### config.mk
export PLATFORM = sky130hd
export DESIGN_NAME = uart_rx_oversampled
export DESIGN_NICKNAME = d
export VERILOG_FILES = /design/src/rtl/uart_pkg.sv /design/src/rtl/uart_baud_tick.sv /design/src/rtl/uart_rx_oversampled.sv
export SDC_FILE = /design/constraint.sdc
export NUM_CORES = 1
export LEC_CHECK = 0
export CAP_MARGIN = 20
export CORE_AREA = 4 4 70 72
export DETAILED_ROUTE_END_ITERATION = 6
export DIE_AREA = 0 0 74 76
export PLACE_DENSITY = 0.79
export RECOVER_POWER = 100
export SYNTH_ARGS = -nofsm -noshare
export SYNTH_HDL_FRONTEND = slang
export SYNTH_HIERARCHICAL = 1
export SYNTH_SLANG_ARGS = --single-unit
### constraint.sdc
create_clock -name Clock_100MHz -period 2.59 [get_ports Clock_100MHz]
set_input_delay 0.518 -clock Clock_100MHz [delete_from_list [all_inputs] [get_ports Clock_100MHz]]
set_output_delay 0.518 -clock Clock_100MHz [all_outputs]
set_load 0.005 [all_outputs]
### src/rtl/uart_pkg.sv
// uart_pkg: shared constants for the oversampled UART receiver.
//   - default clock / baud / oversample ratio and the in-bit sample ticks
//   - FSM state encoding (PARITY only exists when UART_RX_PARITY_EN is defined)
//   - rx_evt_t: one-cycle byte/frame event from the FSM to the output stage
//   - calc_tick_div(): rounded clock-to-oversample-tick divider
package uart_pkg;

  localparam int DEF_CLK_FREQ_HZ = 100_000_000;
  localparam int DEF_BAUD_RATE   = 9600;
  localparam int DEF_OVERSAMPLE  = 16;

  // "Tick k" is the k-th oversample tick after the bit started.
  localparam int SMP_T0 = 7;
  localparam int SMP_T1 = 8;
  localparam int SMP_T2 = 9;  // majority decided here

  localparam logic [2:0] ST_IDLE      = 3'd0;
  localparam logic [2:0] ST_START     = 3'd1;
  localparam logic [2:0] ST_DATA      = 3'd2;
  localparam logic [2:0] ST_STOP      = 3'd3;
  localparam logic [2:0] ST_WAIT_HIGH = 3'd4;
`ifdef UART_RX_PARITY_EN
  localparam logic [2:0] ST_PARITY    = 3'd5;
`endif

  typedef struct packed {
    logic       done;     // good stop bit, byte ready
    logic       frm_err;  // stop bit sampled low
`ifdef UART_RX_PARITY_EN
    logic       par_err;  // even parity mismatch on the completed byte
`endif
    logic [7:0] data;
  } rx_evt_t;

  // round(clk / (baud * os))
  function automatic int calc_tick_div(input int clk_hz, input int baud, input int os);
    return (clk_hz + (baud * os) / 2) / (baud * os);
  endfunction

endpackage

### src/rtl/uart_baud_tick.sv
// uart_baud_tick: free-running divider, one-clock tick at terminal count.
//   gclk   : clock
//   grst_n : async active-low reset
//   clr    : synchronous clear, realigns the tick phase to a start edge
//   tick   : high for one clock every DIV clocks
module uart_baud_tick #(
  parameter int DIV = 651
) (
  input  logic gclk,
  input  logic grst_n,
  input  logic clr,
  output logic tick
);

  localparam int CW = (DIV > 1) ? $clog2(DIV) : 1;
  localparam logic [CW-1:0] TC = CW'(DIV - 1);

  logic [CW-1:0] cnt;

  always_ff @(posedge gclk or negedge grst_n) begin
    if (!grst_n)         cnt <= '0;
    else if (clr)        cnt <= '0;
    else if (cnt == TC)  cnt <= '0;
    else                 cnt <= cnt + 1'b1;
  end

  assign tick = (cnt == TC) && !clr;

endmodule

### src/rtl/uart_rx_oversampled.sv
// uart_rx_oversampled: 16x oversampled 8N1 UART receiver with a valid/ack
// holding register and framing / overrun detection.
//   Clock_100MHz  : system clock
//   Reset_n       : async active-low reset
//   TXD           : serial line from host (idle high, asynchronous)
//   RX_ack        : consumer takes RX_data while RX_valid is high
//   RX_data       : last accepted byte, stable while RX_valid is high
//   RX_valid      : byte available
//   Framing_error : 1-clock pulse, stop bit sampled low (byte discarded)
//   Overrun_error : 1-clock pulse, byte dropped since holding reg was full
//   Busy          : FSM not in IDLE
//   Parity_error  : (UART_RX_PARITY_EN only) 1-clock pulse with RX_valid on
//                   an even-parity mismatch; the byte is still delivered
// Optional feature macro: UART_RX_PARITY_EN (adds the PARITY state).
module uart_rx_oversampled
  import uart_pkg::*;
#(
  parameter int CLK_FREQ_HZ = DEF_CLK_FREQ_HZ,
  parameter int BAUD_RATE   = DEF_BAUD_RATE,
  parameter int OVERSAMPLE  = DEF_OVERSAMPLE  // only 16 is supported
) (
  input  logic       Clock_100MHz,
  input  logic       Reset_n,
  input  logic       TXD,
  input  logic       RX_ack,
  output logic [7:0] RX_data,
  output logic       RX_valid,
  output logic       Framing_error,
  output logic       Overrun_error,
`ifdef UART_RX_PARITY_EN
  output logic       Parity_error,
`endif
  output logic       Busy
);

  localparam int TICK_DIV = calc_tick_div(CLK_FREQ_HZ, BAUD_RATE, OVERSAMPLE);

  // --- line synchronizer (resets to idle-high) ---
  logic [1:0] sync_q;
  logic       rxs;

  always_ff @(posedge Clock_100MHz or negedge Reset_n) begin
    if (!Reset_n) sync_q <= 2'b11;
    else          sync_q <= {sync_q[0], TXD};
  end

  assign rxs = sync_q[1];

  // --- oversample tick, phase-aligned to the start edge ---
  logic [2:0] state;
  logic       start_edge;
  logic       tick;

  assign start_edge = (state == ST_IDLE) && !rxs;

  uart_baud_tick #(.DIV(TICK_DIV)) u_tick (
    .gclk   (Clock_100MHz),
    .grst_n (Reset_n),
    .clr    (start_edge),
    .tick   (tick)
  );

  // --- bit timing ---
  // bit_cnt counts ticks elapsed in the current bit; the tick that moves it
  // to k is "tick k", and the 16th tick (15 -> 0) closes the bit.
  logic [3:0] bit_cnt;
  logic [3:0] bit_nxt;
  logic       decide;
  logic       bit_end;
  logic [1:0] smp;
  logic       maj;

  assign bit_nxt = bit_cnt + 4'd1;
  assign decide  = tick && (bit_nxt == 4'(SMP_T2));
  assign bit_end = tick && (bit_cnt == 4'd15);
  // samples from ticks 7 and 8 plus the live value at tick 9
  assign maj     = (smp[0] & smp[1]) | (smp[0] & rxs) | (smp[1] & rxs);

  // --- receive FSM ---
  logic [2:0] bit_idx;
  logic [7:0] shreg;
  rx_evt_t    evt;
`ifdef UART_RX_PARITY_EN
  logic       par_bad;
`endif

  always_ff @(posedge Clock_100MHz or negedge Reset_n) begin
    if (!Reset_n) begin
      state   <= ST_IDLE;
      bit_cnt <= '0;
      bit_idx <= '0;
      smp     <= 2'b11;
      shreg   <= '0;
      evt     <= '0;
`ifdef UART_RX_PARITY_EN
      par_bad <= 1'b0;
`endif
    end else begin
      evt.done    <= 1'b0;
      evt.frm_err <= 1'b0;

      if (tick) bit_cnt <= bit_nxt;
      if (tick && (bit_nxt == 4'(SMP_T0))) smp[0] <= rxs;
      if (tick && (bit_nxt == 4'(SMP_T1))) smp[1] <= rxs;

      case (state)
        ST_IDLE: begin
          if (!rxs) begin
            state   <= ST_START;
            bit_cnt <= '0;
          end
        end
        ST_START: begin
          if (decide && maj)  state <= ST_IDLE;  // glitch, not a start bit
          else if (bit_end) begin
            state   <= ST_DATA;
            bit_idx <= '0;
          end
        end
        ST_DATA: begin
          if (decide) shreg <= {maj, shreg[7:1]};  // LSB first
          if (bit_end) begin
            if (bit_idx == 3'd7) begin
`ifdef UART_RX_PARITY_EN
              state <= ST_PARITY;
`else
              state <= ST_STOP;
`endif
            end else begin
              bit_idx <= bit_idx + 3'd1;
            end
          end
        end
`ifdef UART_RX_PARITY_EN
        ST_PARITY: begin
          if (decide)  par_bad <= maj ^ (^shreg);  // even parity
          if (bit_end) state <= ST_STOP;
        end
`endif
        ST_STOP: begin
          // decided mid-bit so the next start edge is never missed
          if (decide) begin
            if (maj) begin
              evt.done <= 1'b1;
              evt.data <= shreg;
`ifdef UART_RX_PARITY_EN
              evt.par_err <= par_bad;
`endif
              state <= ST_IDLE;
            end else begin
              evt.frm_err <= 1'b1;
              state       <= ST_WAIT_HIGH;
            end
          end
        end
        ST_WAIT_HIGH: begin
          // hold off through a break until the line is seen high on a tick
          if (tick && rxs) state <= ST_IDLE;
        end
        default: state <= ST_IDLE;
      endcase
    end
  end

  // --- holding register / handshake ---
  always_ff @(posedge Clock_100MHz or negedge Reset_n) begin
    if (!Reset_n) begin
      RX_data       <= '0;
      RX_valid      <= 1'b0;
      Overrun_error <= 1'b0;
`ifdef UART_RX_PARITY_EN
      Parity_error  <= 1'b0;
`endif
    end else begin
      Overrun_error <= 1'b0;
`ifdef UART_RX_PARITY_EN
      Parity_error  <= 1'b0;
`endif
      if (evt.done) begin
        if (RX_valid && !RX_ack) begin
          Overrun_error <= 1'b1;  // keep the unread byte
        end else begin
          // an ack in the completion cycle frees the slot for the new byte
          RX_data  <= evt.data;
          RX_valid <= 1'b1;
`ifdef UART_RX_PARITY_EN
          Parity_error <= evt.par_err;
`endif
        end
      end else if (RX_ack) begin
        RX_valid <= 1'b0;
      end
    end
  end

  assign Framing_error = evt.frm_err;
  assign Busy          = (state != ST_IDLE);

endmodule

==> metrics.md <==
| Metric | Value |
|---|---|
| Hold_ws | 0.361 ns |
| Worst setup SP type | flop |
| FMAX | 430 MHz |
| Slew Limit Headroom | 12.8% |
| Top cell type's share of synthesized area | 49.3% |
| Worst-skew pair later-pin latency | 0.30 ns |
| Async SR Flop Fraction | 100% |
| Register area share after synthesis | 53.6% |
| Seq pwr share | 62.6% |
| Final GP Congestion | 0.815 |
| Family with the most delay on the worst path | simple AND/OR/NAND/NOR gates |
| Yosys top cell by area | dfrtp_1 |
| Placed insts | 278 |
| Unrepaired setup endpoints after global routing | false |
| Layout cells sized above 1 | 22.2% |
| Synth Area in XOR/XNOR | 2.83% |
| Fin util | 64.5% |
| PortBufs | 15 |
| Arrival time worst endpoint | 2.52 ns |
| Clock share of power | 36.0% |
| # fillers | 333 |
| Mapped cell area | 2430 µm² |
| Vias per inst | 5.49 |
| Hold Crit Class | flop to flop |
| Gate power share | 1.5% |
| Outcome | finished, final reports clean |
| CP Cell Sequence | inv_1, ha_1, nor4bb_2, nand4_1, nor2_2, nand4_1, o21ai_0, and3_1, buf_12, mux2_4 |
| Sink Count | 52 |
| Crit path buffers/inverters | 2 |
| Setup tns final | 0 ns |
| Antenna Violating Nets Remaining | 0 |
| Multiplexer area fraction after synthesis | 14.5% |
| Slew @ Worst Pin | 1.31 ns |
| Period Utilization, post-route | 89.8% |
| CP required | 2.78 ns |
| Initial antenna violation count | 0 |
| Skew final | 0.00922 ns |
| N_diodes | 0 |
| Pin count of the biggest net entering global routing | 27 |
| Synth Register Bits | 52 |
| CP peak stage delay | 0.39 ns |
| FP Rows | 24 |
| Final HPWL DP | 2.77 mm |
| Die X | 74 µm |
| Initial Util | 56.7% |
| H-tree Lvls | 2 |
| R2R Path Start | u_tick/cnt[0] |
| Post-Synth Adder-Cell Area | 4.57% |
| TritonCTS clock tree | yes |
| Synth area leaders | dfrtp_1 (49%), mux2_2 (8.3%), mux2_4 (4.9%) |
| Post-cts hold buffer count | 0 |
| CP Launch Point | u_tick/cnt[0] |
| Wirelength per Cell | 13.2 µm |
| Avg Cell Area, Syn | 11.7 µm² |
| Max-slew violations | 0 |
| CP Max Fanout | 9 |
| Post-Route WL | 3.77 mm |
| Initial DRC count | 74 |
| Vias | 1569 |
| Critical path class | flop to flop |
| Overall power | 1.30 mW |
| Global route overflow | 0 |
| Compound-gate portion of the synthesized area | 7.30% |
| Sw frac | 22.2% |
| Largest family of logic cells by synthesized area | multiplexers |
| Synthesis-to-layout area growth | 13.7% |
| Int Pwr | 1.01 mW |
| CP endpoint kind | flop |
| Net switching power | 289 µW |
| Global Route Usage Sum | 15.3% |
| Top cell by count, worst path | nand4_1 |
| Simple logic cell fraction of the synthesized area | 13.7% |
| Finished Layout Cells | 286 |
| Fin. Hold Viols | 0 |
| PwrDens | 471 nW/µm² |
| CTS Buffer Depth | 2 |
| Yosys warnings | 6 |
| Post-synth top cells | dfrtp_1 (48), nor2_1 (20), mux2_2 (18) |
| Die Area | 5620 µm² |
| CTS Buf Count | 5 |
| Worst VDD drop | 0.000307 V |
| MaxCap Viol Count | 0 |
| Core box area | 4290 µm² |
| DR pass1 iterations | 4 |
| Fin crit period | 2.33 ns |
| Yosys cell types | 44 |
| Most numerous cell in the Yosys netlist | dfrtp_1 |
| Final nets | 245 |
| Root buf cell | clkbuf_8 |
| Syn Nets | 220 |
| Slowest-stage cell, CP | dfrtp_1 |
| Die height | 76 µm |
| Post-synth EDFFs | 0 |
| Vias in the first global route | 1563 |
| CTS clk-pin slew, worst paths | 0.10 ns |
| Global-route wire length before repair | 6.89 mm |
| Hold_sp | sync_q[0] |
| Leak | 1.32 nW |
| Cells after synthesis | 208 |
| Setup violations, final | 0 |
| IO Count | 16 |
| Dominant synthesized flop cell | dfrtp_1 |
| Post-route DRC | 0 |
-- layout make-up --
cell class | count | area, µm² | share of cell area, %
inverters | 10 | 37.5 | 1.36
clock buffers | 5 | 68.8 | 2.49
well taps | 52 | 65.1 | 2.35
repair buffers | 25 | 216 | 7.82
clock inverters | 3 | 26.3 | 0.949
multi-input cells | 139 | 1050 | 37.9
flip-flops and latches | 52 | 1310 | 47.2
-- sequential cells by signal, summed over array words and instances, names as in the netlist --
signal,cells
RX_data,8
evt,9
state,3
sync_q,2
RX_valid,1
u_tick/cnt,10
Overrun_error,1
smp,2
shreg,8
bit_cnt,4
Framing_error,1
bit_idx,3
-- worst paths after layout --
kind                            cells past startpoint         end  slack [ns]
worst min-delay path                                0   sync_q[1]        0.36
worst max-delay path                               10      evt[6]        0.26
worst min register to register                      0   sync_q[1]        0.36
worst max register to register                     10      evt[6]        0.26
max in group asynchronous                           2  bit_cnt[3]        0.84
min in group asynchronous                           1    RX_valid        0.48
-- stage by stage --
step	worst slack, ns	area (µm²)
floorplan	0.301	2430
global placement	0.231	2690
detailed placement	0.133	2690
CTS	0.0939	2780
global route	0.0157	2770
finish	0.264	2770
-- metal layers --
metal | track usage (%) | part of all wire, %
met5 | 0 | 0
met4 | 3.80 | 0.82
met3 | 3.56 | 3.9
met2 | 25.5 | 48
met1 | 19.8 | 48
-- power by group through the flow --
stage          Sequential, mW  Combinational [mW]  Clock [mW]
6_report                0.816              0.0190       0.469
5_1_grt                 0.817              0.0232       0.522
2_1_floorplan           0.830             0.00248           0
3_5_place_dp            0.832              0.0226           0
3_3_place_gp            0.832              0.0221           0
4_1_cts                 0.816              0.0227       0.490
-- worst register-to-register path: stages (launching register included) --
cell      delay (ns)
dfrtp_1         0.39
inv_1           0.06
ha_1            0.13
nor4bb_2        0.31
nand4_1         0.15
nor2_2          0.20
nand4_1         0.10
o21ai_0         0.21
and3_1          0.24
buf_12          0.15
mux2_4          0.30
-- cell usage in the layout (no fill, tap or decap), drive strengths merged, types with 2 or more instances in the layout --
| cell | synthesis | final |
|---|---|---|
| xor2 | 5 | 5 |
| dfstp | 4 | 4 |
| nor3 | 4 | 4 |
| nor3b | 3 | 3 |
| buf | 5 | 6 |
| or3 | 3 | 3 |
| o21ai | 10 | 10 |
| or4 | 2 | 2 |
| o31ai | 2 | 2 |
| dfrtp | 48 | 48 |
| xnor2 | 2 | 2 |
| mux2 | 26 | 26 |
| nand3 | 6 | 6 |
| nand2 | 18 | 18 |
| a21oi | 7 | 7 |
| dlygate4sd3 | 0 | 14 |
| inv | 10 | 11 |
| clkinv | 0 | 2 |
| ha | 8 | 8 |
| nand4 | 6 | 6 |
| mux2i | 3 | 3 |
| clkbuf | 2 | 10 |
| nor2 | 20 | 20 |
-- kinds of logic after synthesis --
family,after synthesis
XOR/XNOR,7
buffers and inverters,17
flip-flops,52
AO/OA/AOI/OAI,28
multiplexers,29
adder cells (fa/ha/maj),9
AND/OR/NAND/NOR,66
-- repair_timing --
item                                    CTS  global route
setup buffers                             0             0
gates resized for setup                   0             3
hold endpoints to repair                  0             0
endpoints found under the setup margin    0            19
No activity file was read; power rests on OpenSTA's default activity.
